===== src/rtl/word_assembler.sv =====
// word_assembler: collects four lane-addressed words into one frame on a valid/ready output,
// flagging misaligned or duplicate lane writes and counting released frames.
module word_assembler #(
   parameter int WORD_W = 32,
   parameter int LANES  = 4
) (
   input  logic                      clk,
   input  logic                      rst,
   input  logic                      in_valid,
   output logic                      in_ready,
   input  logic [WORD_W-1:0]         in_data,
   input  logic [3:0]                in_addr,
   output logic                      out_valid,
   input  logic                      out_ready,
   output logic [WORD_W*LANES-1:0]   out_data,
   output logic                      err,
   output logic [7:0]                frame_cnt
);
   logic [LANES-1:0]        mask_q, mask_d, mask_base;
   logic [WORD_W*LANES-1:0] data_q, data_d;
   logic                    valid_q, valid_d;
   logic                    err_q, err_d;
   logic [7:0]              cnt_q, cnt_d;
   logic                    fire_out, accept;
   logic [1:0]              lane;
   assign lane      = in_addr[3:2];
   assign in_ready  = !valid_q || out_ready;
   assign fire_out  = valid_q && out_ready;
   assign accept    = in_valid && in_ready;
   // a release in the same cycle frees every lane before the incoming word lands
   assign mask_base = fire_out ? '0 : mask_q;
   always_comb begin
      mask_d = mask_base;
      data_d = data_q;
      err_d  = 1'b0;
      cnt_d  = cnt_q + {7'd0, fire_out};
      if (accept && in_addr[1:0] != 2'b00) begin
         err_d = 1'b1;
      end else if (accept) begin
         data_d[lane*WORD_W +: WORD_W] = in_data;
         err_d                         = mask_base[lane];
         mask_d[lane]                  = 1'b1;
      end
      valid_d = &mask_d;
   end
   always_ff @(posedge clk or negedge rst) begin
      if (!rst) begin
         mask_q  <= '0;
         data_q  <= '0;
         valid_q <= 1'b0;
         err_q   <= 1'b0;
         cnt_q   <= '0;
      end else begin
         mask_q  <= mask_d;
         data_q  <= data_d;
         valid_q <= valid_d;
         err_q   <= err_d;
         cnt_q   <= cnt_d;
      end
   end
   assign out_valid = valid_q;
   assign out_data  = data_q;
   assign err       = err_q;
   assign frame_cnt = cnt_q;
endmodule

===== config.mk =====
export PLATFORM = sky130hd
export DESIGN_NAME = word_assembler
export DESIGN_NICKNAME = d
export VERILOG_FILES = /design/src/rtl/word_assembler.sv
export SDC_FILE = /design/constraint.sdc
export NUM_CORES = 1
export LEC_CHECK = 0
export ABC_AREA = 0
export CAP_MARGIN = 30
export CORE_ASPECT_RATIO = 1.25
export CORE_MARGIN = 2
export CORE_UTILIZATION = 44
export DETAILED_ROUTE_END_ITERATION = 7
export HOLD_SLACK_MARGIN = 0.03
export PLACE_DENSITY_LB_ADDON = 0.15
export SETUP_SLACK_MARGIN = 0.02
export SLEW_MARGIN = 20
export SYNTH_ARGS = -nofsm -noshare
export SYNTH_HDL_FRONTEND = slang
export SYNTH_SLANG_ARGS = --single-unit

===== constraint.sdc =====
create_clock -name clk -period 1.3 [get_ports clk]
set_input_delay 0.13 -clock clk [delete_from_list [all_inputs] [get_ports clk]]
set_output_delay 0.13 -clock clk [all_outputs]
set_load 0.02 [all_outputs]

### After elaboration in Yosys (flattened, before gate mapping)

Index checks and enable logic that the tools add are counted.

| word-level totals | value |
|---|---|
| input bits | 40 |
| flip-flop bits (word level) | 142 |
| bits in read-only memories | 0 |
| word-level logic and storage cells | 32 |
| output and inout port bits | 139 |
| RAM bits | 0 |
| bits in latches | 0 |
| memories kept | 0 |

| cells by class | value |
|---|---|
| $lt $le $gt $ge | 2 |
| multipliers | 0 |
| bitwise gates (word level) | 2 |
| equality and inequality tests | 0 |
| $add $sub $neg | 2 |
| shift operators | 2 |
| reductions and logical operators | 9 |
| div/mod/pow operators | 0 |
| mux-type cells | 10 |

Operator list:

| kind | count |
|---|---|
| $bwmux 128 | 1 |
| $shift 32x34->128 const A | 1 |
| $shiftx 32x34->128 | 1 |
| $neg 7->34 | 1 |
| $mux 4 | 3 |
| $add 8x1->8 | 1 |
| $logic_and 1x1->1 | 4 |
| $mux 1 | 4 |
| $or 4x4->4 | 1 |
| $reduce_and 4->1 | 1 |
| $lt 2x3->1 const B | 1 |
| $bmux 1 s2 | 1 |
| $demux 1 s2 | 1 |
| $ge 2x1->1 const B | 1 |
| $reduce_and 2->1 | 1 |
| $reduce_bool 2->1 | 1 |
| $logic_not 1->1 | 1 |
| $logic_or 1x1->1 | 1 |
| $not 1->1 | 1 |

### Logic depth before layout (Yosys ltp)

Gate-level depths: netlist of run 1.

| logic depth | value |
|---|---|
| depth after elaboration | 8 |
| gate-level depth with buffers | 7 |
| mapped depth without buffers | 7 |

### Least setup slack after synthesis of run 1

Ideal clock, no wire load.

| timing | value |
|---|---|
| path type | reg2reg |
| start point | reg valid_q (netlist: out_valid) |
| end point | reg cnt_q[6] (netlist: frame_cnt[6]) |
| data required time | 1171 ps |
| library setup time | 129 ps |
| buffers on the path | 0 |
| arrival time | 1405 ps |
| setup slack | -235 ps |
| period minus slack after synthesis | 1535 ps |
| cell stages (with the launch flop) | 8 |
| cell sequence | dfrtp_1 > nand2_1 > inv_1 > ha_1 > ha_1 > and3_1 > nand3_1 > xnor2_1 |

| between the ends | value |
|---|---|
| longest elaborated chain between the ends | 2 |

RTL lines:

| element | line | text |
|---|---|---|
| start: declaration | 21 | `logic valid_q, valid_d;` |
| start signal: assignment | 56 | `valid_q <= valid_d;` |
| $logic_and 1x1->1 | 28 | `assign fire_out = valid_q && out_ready;` |
| $add 8x1->8 | 36 | `cnt_d = cnt_q + {7'd0, fire_out};` |
| net cnt_d[6] | 23 | `logic [7:0] cnt_q, cnt_d;` |
| end signal: assignment | 58 | `cnt_q <= cnt_d;` |
| end: declaration | 23 |  |

The timed path passes the listed nets, and every way through them passes these cells.
A chain may end at the register's enable or synchronous reset.

### Worst setup path after layout of run 1

| timing | value |
|---|---|
| start point | reg valid_q (netlist: out_valid) |
| end point | reg data_q[109] (netlist: out_data[109]) |

| between the ends | value |
|---|---|
| longest elaborated chain between the ends | 6 |

RTL lines:

| element | line | text |
|---|---|---|
| $logic_not 1->1 (*) | 27 | `assign in_ready = !valid_q \|\| out_ready;` |
| $logic_or 1x1->1 (*) | 27 |  |
| $logic_and 1x1->1 (*) | 29 | `assign accept = in_valid && in_ready;` |
| $logic_and 1x1->1 | 37 | `if (accept && in_addr[1:0] != 2'b00) begin` |
| $not 1->1 (no source line) | - |  |
| $reduce_and 2->1 (no source line) (*) | - |  |
| end signal: assignment | 55 | `data_q <= data_d;` |
| end: declaration | 20 | `logic [WORD_W*LANES-1:0] data_q, data_d;` |

Every way passes the cells marked *; elsewhere a longest branch is shown, timed or not.

==> results of run 1 <==
==> layout make-up <==
| cell class | instances | area (sq um) | share of cell area |
|---|---|---|---|
| timing repair buffer | 240 | 2620 | 0.2631 |
| clock buffer | 19 | 432.9 | 0.04347 |
| inverter | 132 | 495.5 | 0.04975 |
| sequential | 142 | 3558 | 0.3573 |
| tap | 178 | 222.7 | 0.02236 |
| clock inverter | 13 | 214.0 | 0.02149 |
| multi-input combinational | 301 | 2415 | 0.2425 |
==> per-layer routing <==
| metal | GRT usage | routed length, microns | vias up | share of wire |
|---|---|---|---|---|
| met4 | 0.07766 | 371 | 0 | 0.020 |
| met3 | 0.05988 | 1107 | 26 | 0.060 |
| met1 | 0.3017 | 7461 | 2538 | 0.41 |
| met2 | 0.4086 | 9465 | 162 | 0.51 |
| li1 | - | - | 2329 | - |
| met5 | 0 | 0 | - | 0 |
==> final timing paths <==
kind	startpoint	end	slack, ns	cells after the start
setup / recovery	out_valid	out_data[109]	-0.14	7
hold / removal	rst	frame_cnt[4]	0.08	2
setup reg to reg	out_valid	out_data[109]	-0.14	7
hold reg to reg	frame_cnt[7]	frame_cnt[7]	0.47	1
max in group asynchronous	rst	out_data[33]	0.53	3
min in group clk	in_data[14]	out_data[14]	0.36	3
==> power by group through the flow <==
stage	registers (uW)	logic [uW]	clock network (uW)
6_report	6270	5350	5360
5_1_grt	6400	5740	5610
4_1_cts	6210	5210	5420
3_5_place_dp	6310	5710	0
3_3_place_gp	6260	5570	0
2_1_floorplan	7560	1290	0
==> registers in the layout, indices dropped and copies added, names as in the netlist <==
| signal | count |
|---|---|
| mask_q | 4 |
| frame_cnt | 8 |
| err | 1 |
| out_valid | 1 |
| out_data | 128 |
==> cell families (layout without fill, tap and decap cells) <==
kind of cell,Yosys count,count (layout)
compound gates,5,5
fa+ha+maj,9,9
mux,129,129
buf+inv,159,404
simple gates,152,152
flops,142,142
xor+xnor,6,6
==> cell usage after synthesis, types with 2 or more instances <==
cell        n
a32oi_1     3
buf_2       9
buf_4      13
clkbuf_1    5
dfrtp_1   142
ha_1        9
inv_1     132
mux2_2      2
mux2i_1   126
nand2_1   132
nand3_1     2
nand4_2     3
nor3b_1     3
nor3b_2     2
xnor2_1     4
xor2_1      2
==> worst register-to-register path, delay by kind of cell, from the launching register on <==
kind                   cells  cell delay [ns]
and+or+nand+nor            2             0.19
muxes                      1             0.20
buffers and inverters      4             0.52
DFF                        1             0.43
==> per-stage QoR <==
stage	cell area (sq um)	hold slack, ns	util
global route	9958	0.08743	0.6941
finish	9958	0.08294	0.6941
floorplan	6490	-0.1656	-
detailed placement	8803	-0.06278	0.6136
global placement	8803	-0.06272	0.6136
CTS	9803	0.06923	0.6833
==> cell usage in the layout, fill, tap and decap left out, types with 3 or more instances in the layout <==
cell,netlist,final
dfrtp_1,142,138
nand2_1,132,130
inv_1,132,129
mux2i_1,126,124
clkdlybuf4s15_1,0,74
dlygate4sd2_1,0,45
clkdlybuf4s50_1,0,36
buf_4,13,23
clkbuf_16,0,20
buf_12,0,20
clkbuf_2,0,15
ha_1,9,6
buf_16,0,6
bufinv_16,0,5
buf_6,0,5
nand4_4,1,4
clkinv_4,0,4
dfrtp_2,0,4
clkdlybuf4s15_2,0,4
inv_2,0,3
xnor2_1,4,3
nor3b_1,3,3
a32oi_4,0,3
ha_4,0,3
buf_2,9,3
buf_8,0,3
==> timing repair <==
item,4_1_cts,5_1_grt
gates cloned,10,3
gates resized for setup,195,112
hold endpoints to repair,142,0
buffers inserted,14,4
setup endpoints to repair,270,222
hold buffers,1,0
pin swaps,6,5
==> flow_summary.toml, run 1 <==
[floorplanning]
start_util = 0.4469
core_sq_mm = 0.01435
ios = 179
core.rowCount = 49
fp.dieH_microns = 139.0
fp.dieW_microns = 112.0
dieArea_sq_mm = 0.01556

[setup_path]
path_delay_family = "buffers and inverters"
cp_slowest_stage_delay_ns = 0.43
timing.critical_path.mode_cell = "buf_12"
critical_path.max_fanout = 9
worst_ep_required_time_ns = 1.62
critical_path.cell_chain = "nand2b_4 > buf_12 > buf_12 > nand4_4 > buf_6 > buf_12 > mux2i_1"
crit_type = "reg -> reg"
cp-end-kind = "flip-flop"
start_kind = "flip-flop"
arrival_ns = 1.76
cp_num_buf_inv = 4
cp_slowest_cell = "dfrtp_2"

[power]
comb_power_share = 0.315
internal_power_uw = 11250
power_density_mw_per_mm2 = 1704
p_sw_uw = 5719
p_leak_uw = 0.005516
pwr-share-clk = 0.316
power_frac_seq = 0.369
p_total_uw = 16970
peakVddDrop_v = 0.0009439
switching_share = 0.3370

[cts]
htree_num_levels = 4
cts_buffers = 17
cts_sinks = 142
cts_tree = "built"
worstSkewPairLatency_ns = 0.42
clk_pin_slew_worst_paths_ns = 0.06
cts_root_buf = "clkbuf_16"
cts_max_path_buffers = 2

[synth]
synthArstFlopShare = 1.000
syn_nets = 651
synth_cell_type_count = 29
synthSimpleGateAreaFrac = 0.1066
synth_compound_area_frac = 0.007221
yosysWarningCount = 0
seq_area_frac_synth = 0.5543
syn_area_sq_mm = 0.006411
ys_ff_latch = 142
ys.flop_type = "dfrtp_1"
syn_avg_cell_area_sq_um = 10.65
post-synth-top-area-cell = "dfrtp_1"
synth_mux_area_frac = 0.2037
synth_adder_area_share = 0.01756
synth_xor_area_frac = 0.008197
synth_edf_count = 0
yosys-top-cells-area = "dfrtp_1 (55%), mux2i_1 (20%), inv_1 (7.7%)"
synthCells = 602
synth_top_cell_area_share = 0.5543
synth_top_family_by_area = "multiplexers"

[placement]
gp_congestion = 0.8014
preCtsSetupSlack_ns = -0.6831
dp_cells = 966
io_buffers = 178
hpwl_mm = 11.63

[grt]
grt_pass1_wl_mm = 29.06
antenna_found_initial = 0
grt_start_max_net_pins = 90
grt_pass1_vias = 5382
track_usage = 0.2401
grt_overflow = 0

[timing]
finalHoldViolCount = 0
max_freq_mhz = 696.2
fin_crit_ns = 1.436
drv_slew = 0
final.period_utilization = 1.105
tns_ns = -6.211
setup_viol = 90
tightestPinTransition_ns = 0.4982
setup_slack_ns = -0.1363
relSlewSlack = 0.6679
skew_ns = 0.007731
rsz0062_at_grt = "yes"

[layout]
final_layout_size_suffix_gt1_frac = 0.1747
fillers = 1064
nets = 883
stdcell_count = 1025
area_growth_pct = 55.33
num_antenna_cells = 0

[route]
drt_iter0_drc = 226
via_count = 5055
drt_wl_total_mm = 18.41
antenna_left = 0
drcViolationCount = 0
vias_per_cell = 4.932
drt_first_pass_iters = 4
wire_per_inst_microns = 17.96

[job]
drv_cap = 0

[worst_hold_path]
hold_path.class = "in -> async"

[outcome]
outcome = "finished with violations"
violations = "setup timing"
(Power assumes the default switching activity.)
==> inputs of run 2 (changes only) <==
==> constraint.sdc (replaced) <==
create_clock -name clk -period 1.2 [get_ports clk]
set_input_delay 0.12 -clock clk [delete_from_list [all_inputs] [get_ports clk]]
set_output_delay 0.12 -clock clk [all_outputs]
set_load 0.02 [all_outputs]
==> run 2 against run 1 <==
Sequential share of layout area up 2.6 points. Power up 0.80%. Sequential cell count unchanged. Worst setup slack worse by 0.079 ns. Hold slack better by 0.026 ns. Via count down 1.7%. The flow still finishes with violations (setup timing). Die area unchanged. Count of clock-buffer cells in the layout up 1. Combinational power about the same. First-iteration DRC count down 15%. Utilization down 4.8 points. Final cell count up 0.68%. Largest power group unchanged.
==> flow_summary.toml, run 2 (synthesis gave the netlist of run 1 again) <==
[outcome]
outcome = "finished with violations"
violations = "setup timing"

[setup_path]
r2r_end = "frame_cnt[6]"
start_kind = "flip-flop"
cp-end-kind = "flip-flop"
crit_type = "reg -> reg"
timing.rr.start = "out_valid"
worst_ep_required_time_ns = 1.51
rr_worst_depth = 8
r2r_slack_ns = -0.22
critical_path.max_fanout = 3
arrival_ns = 1.72

[grt]
grt.busiest_layer = "met2"
use_met1 = 0.2771
grt_overflow = 0
grt_pass1_vias = 5204
grt_pass1_wl_mm = 27.68
grt_start_max_net_pins = 49
globalRouteMet3Util = 0.06600
antenna_found_initial = 0
grt_use_met2 = 0.3930
track_usage = 0.2283

[power]
power_density_mw_per_mm2 = 1846
pwr-share-clk = 0.294
comb_power_share = 0.313
internal_power_uw = 10950
p_sw_uw = 6163
p_total_uw = 17110
p_leak_uw = 0.005410
switching_share = 0.3602
power_frac_seq = 0.393
peakVddDrop_v = 0.001264

[layout]
area_growth_pct = 44.54
nets = 890
final_common_cell = "dfrtp_1"
largest_reg_flops = 128
final_layout_size_suffix_gt1_frac = 0.3126
num_antenna_cells = 0
final_cell_mix = "dfrtp_1 (141), buf_2 (137), nand2_1 (130), inv_1 (129), mux2i_1 (126)"

[worst_hold_path]
hold_path.class = "in -> async"

[timing]
rsz0062_at_grt = "yes"
drv_slew = 0
max_freq_mhz = 706.7
setup_viol = 139
fin_crit_ns = 1.415
skew_ns = 0.007977
final.period_utilization = 1.179
relSlewSlack = 0.7463
finalHoldViolCount = 0
tns_ns = -16.56
setup_slack_ns = -0.2151
tightestPinTransition_ns = 0.3805

[cts]
cts_max_path_buffers = 2
cts_buffers = 17
cts_root_buf = "clkbuf_16"
htree_num_levels = 4
clk_pin_slew_worst_paths_ns = 0.06
cts_tree = "built"
cts_sinks = 142
worstSkewPairLatency_ns = 0.42

[route]
drt_iter0_drc = 191
drt_first_pass_iters = 4
via_count = 4969
drcViolationCount = 0
wire_per_inst_microns = 17.87
vias_per_cell = 4.815
drt_wl_total_mm = 18.44
antenna_left = 0

[floorplanning]
fp.dieH_microns = 139.0
dieArea_sq_mm = 0.01556
ios = 179
core_sq_mm = 0.01435
core.rowCount = 49
start_util = 0.4469
fp.dieW_microns = 112.0

[job]
drv_cap = 0

[placement]
hpwl_mm = 11.81
preCtsSetupSlack_ns = -0.7181
io_buffers = 178
gp_congestion = 0.7638
[run 2: area by class of cell]
type | count | area (sq um)
clock buffer | 20 | 446.7
tap | 178 | 222.7
timing repair buffer | 247 | 2054
multi-input combinational | 301 | 2379
inverter | 132 | 495.5
fill | 1211 | 5080
clock inverter | 12 | 113.9
sequential | 142 | 3555
[run 2: routing by layer]
layer,vias to the layer above,part of all wire
li1,2334,-
met2,145,0.51
met1,2467,0.42
met3,23,0.061
met5,-,0
met4,0,0.017
[run 2: timing repair]
item	4_1_cts	5_1_grt
hold endpoints to repair	142	0
resized for setup	586	26
pin swaps	9	9
setup buffers	8	6
hold buffers	1	0
cloned	3	6
setup endpoints to repair	275	139
[run 2: worst max path at each step]
stage | end | start | cells past startpoint | slack (ns)
2_1_floorplan | out_data[100] | out_valid | 5 | -0.15
3_3_place_gp | out_data[120] | in_addr[2] | 7 | -0.66
3_5_place_dp | out_data[90] | in_addr[2] | 7 | -0.72
4_1_cts | out_data[48] | out_valid | 5 | -0.20
5_1_grt | frame_cnt[6] | out_valid | 8 | -0.26
6_report | frame_cnt[6] | out_valid | 8 | -0.22
[run 2: power groups by stage]
stage / combinational [uW] / sequential [uW] / clock (uW)
finish: 5360 / 6720 / 5030
global route: 5770 / 6860 / 5330
CTS: 5230 / 6710 / 5120
detailed placement: 6200 / 6830 / 0
global placement: 6050 / 6780 / 0
floorplan: 1400 / 8190 / 0
[run 2: worst max-delay path: stages (launching register included)]
cell and delay (ns):
dfrtp_2 0.41, buf_6 0.12, nand2_4 0.04, inv_2 0.06, ha_4 0.14, ha_4 0.13, and3_4 0.19, nand3_4 0.07
xnor2_2 0.13
[run 2: metrics by stage]
| step | area (sq um) | hold WS, ns | util | instances |
|---|---|---|---|---|
| 2_1_floorplan | 6494 | -0.1756 | - | 602 |
| 3_5_place_dp | 8841 | -0.02087 | 0.6163 | 976 |
| 6_report | 9266 | 0.1087 | 0.6459 | 1032 |
| 5_1_grt | 9266 | 0.1128 | 0.6459 | 1032 |
| 3_3_place_gp | 8841 | -0.02300 | 0.6163 | 976 |
| 4_1_cts | 8926 | 0.09497 | 0.6222 | 1020 |
